`src/rtl/cipher_collector.sv`:
```
// Collects one frame of ASCON cipher blocks plus its tag, then streams the
// assembled 200-byte frame (cipher bytes, then tag bytes, MSB first) over a valid/ready byte port.
module cipher_collector #(
  parameter int NB_BLOCKS = 23,
  parameter int BLOCK_W   = 64,
  parameter int TAG_W     = 128
) (
  input  logic                         clock_i,
  input  logic                         reset_i,
  input  logic                         start_i,
  input  logic [BLOCK_W-1:0]           cipher_i,
  input  logic                         cipher_valid_i,
  input  logic [TAG_W-1:0]             tag_i,
  input  logic                         end_tag_i,
  output logic [7:0]                   byte_o,
  output logic                         byte_valid_o,
  input  logic                         byte_ready_i,
  output logic [NB_BLOCKS*BLOCK_W-1:0] cipher_frame_o,
  output logic [TAG_W-1:0]             tag_o,
  output logic                         busy_o,
  output logic                         done_o,
  output logic                         frame_error_o,
  output logic                         overflow_o
);

  localparam int FRAME_W      = NB_BLOCKS * BLOCK_W;
  localparam int CIPHER_BYTES = FRAME_W / 8;
  localparam int TOTAL_BYTES  = CIPHER_BYTES + TAG_W / 8;
  localparam int BLK_CNT_W    = $clog2(NB_BLOCKS + 1);
  localparam int BYTE_CNT_W   = $clog2(TOTAL_BYTES + 1);
  localparam int FRAME_IDX_W  = $clog2(FRAME_W);
  localparam int TAG_IDX_W    = $clog2(TAG_W);

  localparam logic [1:0] IDLE    = 2'd0;
  localparam logic [1:0] COLLECT = 2'd1;
  localparam logic [1:0] SEND    = 2'd2;
  localparam logic [1:0] DONE    = 2'd3;

  logic [1:0]             state;
  logic [BLK_CNT_W-1:0]   blk_cnt;
  logic [BLK_CNT_W-1:0]   blk_cnt_after;
  logic [BYTE_CNT_W-1:0]  byte_cnt;
  logic                   cipher_valid_q;
  logic                   end_tag_q;
  logic                   cipher_evt;
  logic                   tag_evt;
  logic                   blk_room;
  logic [FRAME_IDX_W-1:0] slot_lsb;
  logic [FRAME_IDX_W-1:0] frame_byte_lsb;
  logic [TAG_IDX_W-1:0]   tag_byte_lsb;

  assign byte_valid_o = (state == SEND);
  assign busy_o       = (state != IDLE);
  assign done_o       = (state == DONE);

  // NOTE: every variable gets a default at the top of always_comb so no path
  // leaves one unassigned, which would infer a latch.
  always_comb begin
    cipher_evt     = cipher_valid_i & ~cipher_valid_q;
    tag_evt        = end_tag_i & ~end_tag_q;
    blk_room       = (blk_cnt < BLK_CNT_W'(NB_BLOCKS));
    slot_lsb       = FRAME_IDX_W'((NB_BLOCKS - 1 - int'(blk_cnt)) * BLOCK_W);
    frame_byte_lsb = FRAME_IDX_W'(FRAME_W - 8 - 8 * int'(byte_cnt));
    tag_byte_lsb   = TAG_IDX_W'(TAG_W - 8 - 8 * (int'(byte_cnt) - CIPHER_BYTES));
    // A block captured in the same cycle as the tag still counts for the length check.
    blk_cnt_after  = (cipher_evt && blk_room) ? blk_cnt + BLK_CNT_W'(1) : blk_cnt;
    byte_o         = '0;
    if (state == SEND) begin
      if (byte_cnt < BYTE_CNT_W'(CIPHER_BYTES)) byte_o = cipher_frame_o[frame_byte_lsb +: 8];
      else                                      byte_o = tag_o[tag_byte_lsb +: 8];
    end
  end

  // NOTE: sequential state uses non-blocking assignments only, so every register
  // samples the pre-edge values regardless of statement order.
  always_ff @(posedge clock_i) begin
    if (reset_i) begin
      state          <= IDLE;
      blk_cnt        <= '0;
      byte_cnt       <= '0;
      cipher_valid_q <= 1'b0;
      end_tag_q      <= 1'b0;
      cipher_frame_o <= '0;
      tag_o          <= '0;
      frame_error_o  <= 1'b0;
      overflow_o     <= 1'b0;
    end else begin
      cipher_valid_q <= cipher_valid_i;
      end_tag_q      <= end_tag_i;
      case (state)
        IDLE: begin
          if (start_i) begin
            cipher_frame_o <= '0;
            tag_o          <= '0;
            blk_cnt        <= '0;
            byte_cnt       <= '0;
            frame_error_o  <= 1'b0;
            overflow_o     <= 1'b0;
            state          <= COLLECT;
          end
        end
        COLLECT: begin
          if (cipher_evt) begin
            if (blk_room) begin
              cipher_frame_o[slot_lsb +: BLOCK_W] <= cipher_i;
              blk_cnt                             <= blk_cnt_after;
            end else begin
              overflow_o <= 1'b1;
            end
          end
          if (tag_evt) begin
            tag_o         <= tag_i;
            frame_error_o <= (blk_cnt_after != BLK_CNT_W'(NB_BLOCKS));
            state         <= SEND;
          end
        end
        SEND: begin
          if (byte_ready_i) begin
            byte_cnt <= byte_cnt + BYTE_CNT_W'(1);
            if (byte_cnt == BYTE_CNT_W'(TOTAL_BYTES - 1)) state <= DONE;
          end
        end
        default: state <= IDLE;
      endcase
    end
  end

endmodule

```
`config.mk`:
```
export PLATFORM = sky130hd
export DESIGN_NAME = cipher_collector
export DESIGN_NICKNAME = d
export VERILOG_FILES = /design/src/rtl/cipher_collector.sv
export SDC_FILE = /design/constraint.sdc
export NUM_CORES = 2
export LEC_CHECK = 0
export CAP_MARGIN = 20
export CORE_AREA = 2 2 715 717
export CTS_CLUSTER_SIZE = 40
export DETAILED_ROUTE_END_ITERATION = 12
export DIE_AREA = 0 0 717 719
export PLACE_DENSITY = 0.36
export SLEW_MARGIN = 20
export SYNTH_ARGS = -nofsm -noshare
export SYNTH_HDL_FRONTEND = slang
export SYNTH_SLANG_ARGS = --single-unit
```
`constraint.sdc`:
```
create_clock -name clock_i -period 4.1 [get_ports clock_i]
set_clock_uncertainty 0.2 [all_clocks]
set_input_delay 0.41 -clock clock_i [delete_from_list [all_inputs] [get_ports clock_i]]
set_output_delay 0.41 -clock clock_i [all_outputs]
set_load 0.005 [all_outputs]
```
==> metrics.csv <==
metric,value,unit
outcome,finished with violations,
failing checks,negative setup slack,
largest net degree at the start of global routing,209,
Final Setup Violations,8,
# nets final,8888,
final antenna-violating net count,0,
mapped cell area,0.0701,mm^2
Cell variety after synth,80,
antenna violations before repair,137,
initial core utilization,0.138,
Clock Sinks,1619,
global-route wire length before repair,872,mm
largest area contributor in the netlist,dfxtp_1,
compound-gate portion of the synthesized area,0.212,
Die ar.,0.516,mm^2
"Async S/R FF share, synth",0,
CTS buffer count,213,
Setup crit end kind,output pin,
Tot GR Track Use,0.263,
GP Congestion,0.885,
Setup crit start kind,register,
Site Rows,262,
post-place setup slack,-1.29,ns
logic gate share of total power,0.286,
syn_nets,7001,
fin area,0.110,mm^2
crit path kind,register to output pin,
drt first-iter violations,10100,
Yosys top cell area share,0.463,
Wirelength per Cell,45.4,um
Seq pwr share,0.320,
slew at the pin with the worst max-slew slack,1.24,ns
"Arr. time, crit path",4.36,ns
root buffer cell,clkbuf_16,
Post-DP HPWL,542,mm
Hold Path Depth,3,
Worst Hold Class,input pin to register,
PD cells,456,mW/mm^2
"Remaining Overflow, GRT",0,
Worst slew margin,0.174,
"EDFF count, synth",0,
Final Cycle Share,1.21,
Syn Inst Count,6790,
Final Hold Viols,0,
XOR/XNOR Fraction of Synth Area,0.00273,
DRT Pass-1 Iters,8,
vias,76300,
Fmax,201,MHz
final max-slew violation count,0,
RSZ-0062 raised after global routing,yes,
"Top FF cell, synth",dfxtp_1,
Die Wd,717,um
CTS tree,built,
final wirelength,711,mm
synthesis-to-layout area growth,57.6,%
CTS Buffer Depth,4,
Synth Warn #,0,
Cell Int Power,32.3,mW
layout cell share with drive strength beyond 1,0.194,
final-layout fill cell count,54700,
simple-gate share of the synthesized area,0.115,
largest family of logic cells by synthesized area,compound AO/OA/AOI/OAI gates,
Clock power frac,0.394,
CTS HTree Levels,4,
DP Area,0.0987,mm^2
worst skew pair latency,0.94,ns
Tmin final,4.97,ns
Clock transition at path regs,0.05,ns
# Max-Cap Violations,0,
multiplexer area fraction after synthesis,0.150,
Lkg Pwr,35.8,nW
vias in the first global route,70900,
Port Buffer Count,1810,
"Avg Cell Area, Syn",10.3,um^2
# IOs,1811,
die height,719,um
largest fanout on the critical path,6,
DRC,0,
ranking of synthesized cells by area,"dfxtp_1, mux4_2, a32oi_1",
VDD IR max,342,uV
most frequent cells in the layout,"clkdlybuf4s50_1, dfxtp_1, nor2_1",
Sw Pwr,18.1,mW
switch share,0.359,
DR vias/cell,4.87,
"commonest non-fill, non-tap cell in the layout",clkdlybuf4s50_1,
"Seq/Total Area, Yosys",0.463,
FF-to-FF path depth,10,
WP data required,3.49,ns
final worst slack,-0.871,ns
adder-cell share of the synthesized area,0.00246,
Core ar.,0.508,mm^2
"FF+latch count, synth",1619,
layout make-up:
cell class                      count  area (um^2)  area share
Timing Repair Buffer             2580        26500       0.240
Antenna cell                      100          250     0.00227
Tap cell                         6732         8420      0.0763
Multi-Input combinational cell   4252        35600       0.322
Clock inverter                     78          995     0.00901
Clock buffer                      308         6240      0.0565
Inverter                           11         58.8    0.000533
Sequential cell                  1619        32400       0.294
cell usage after synthesis, types with 16 or more instances:
library cell and n:
buf_1 27, a221oi_1 18, nand3_1 77, nand3b_1 62, dfxtp_1 1619, nand2_1 178, o22ai_1 23, nor2b_1 16
a31o_1 33, nor3_1 28, mux2i_1 101, a32oi_1 804, buf_4 28, clkbuf_1 630, a31o_2 33, nor3b_1 66
and3_1 74, nor2_1 1298, a32o_1 158, a22oi_1 467, mux4_2 421, a21oi_1 118, o21ai_0 92, buf_2 219
through the flow:
stage	setup TNS [ns]	power, mW	hold WS (ns)	util	std cells
finish	-6.05	50.4	0.114	0.217	15700
global route	-7.01	51.8	0.0260	0.217	15600
CTS	-7.12	50.6	0.00775	0.216	15600
detailed placement	-7.32	29.3	0.262	0.194	14900
global placement	-8.29	29.2	0.255	0.194	14900
floorplan	0	22.8	0.253	-	6790
repair_timing:
| item | CTS | global route |
|---|---|---|
| hold buffers | 185 | 0 |
| gates resized for setup | 293 | 42 |
| pin swaps | 43 | 34 |
| endpoints found under the hold margin | 424 | 0 |
| gates cloned | 8 | 1 |
| endpoints found under the setup margin | 8 | 61 |
| buffers inserted | 60 | 17 |
path summary, 6_finish.rpt:
kind                            slack, ns              endpoint           from
worst max-delay path                -0.87             byte_o[3]    byte_cnt[0]
worst min-delay path                 0.11  cipher_frame_o[1452]   cipher_i[44]
worst max register to register       0.18   cipher_frame_o[980]     blk_cnt[1]
worst min register to register       0.26         frame_error_o  frame_error_o
per-layer routing:
| metal | global-route usage | vias to the layer above | part of all wire |
|---|---|---|---|
| met2 | 0.433 | 5334 | 0.47 |
| met3 | 0.0689 | 1142 | 0.086 |
| met5 | 0 | - | 0.00014 |
| met1 | 0.304 | 39700 | 0.37 |
| li1 | - | 30100 | - |
| met4 | 0.162 | 16 | 0.071 |
power by group through the flow:
stage / sequential [mW] / combinational (mW) / clock [mW]
final: 16.1 / 14.4 / 19.9
after global routing: 16.1 / 14.9 / 20.8
after CTS: 16.1 / 14.3 / 20.3
after detailed placement: 16.5 / 12.8 / 0
after global placement: 16.5 / 12.8 / 0
after floorplan: 16.4 / 6.46 / 0
worst max-delay path, stage by stage (launching register included):
cell,delay [ns]
dfxtp_4,0.36
buf_12,0.14
buf_12,0.16
buf_16,0.15
buf_12,0.15
buf_16,0.14
buf_4,0.15
mux4_2,0.52
mux4_2,0.35
nor3_2,0.05
or4_4,0.58
a31oi_4,0.46
buf_12,0.16
flip-flops by register name, summed over array words and instances, names as in the netlist:
signal,cells
blk_cnt,5
byte_cnt,8
cipher_frame_o,1472
cipher_valid_q,1
end_tag_q,1
frame_error_o,1
overflow_o,1
state,2
tag_o,128
cells by family after synthesis:
logic type	count (synthesis)
AND/OR/NAND/NOR	1857
AO/OA/AOI/OAI	1838
flip-flops	1619
buffers and inverters	920
multiplexers	524
XOR/XNOR	18
adder cells (fa/ha/maj)	14
No activity file was read; power rests on OpenSTA's default activity.
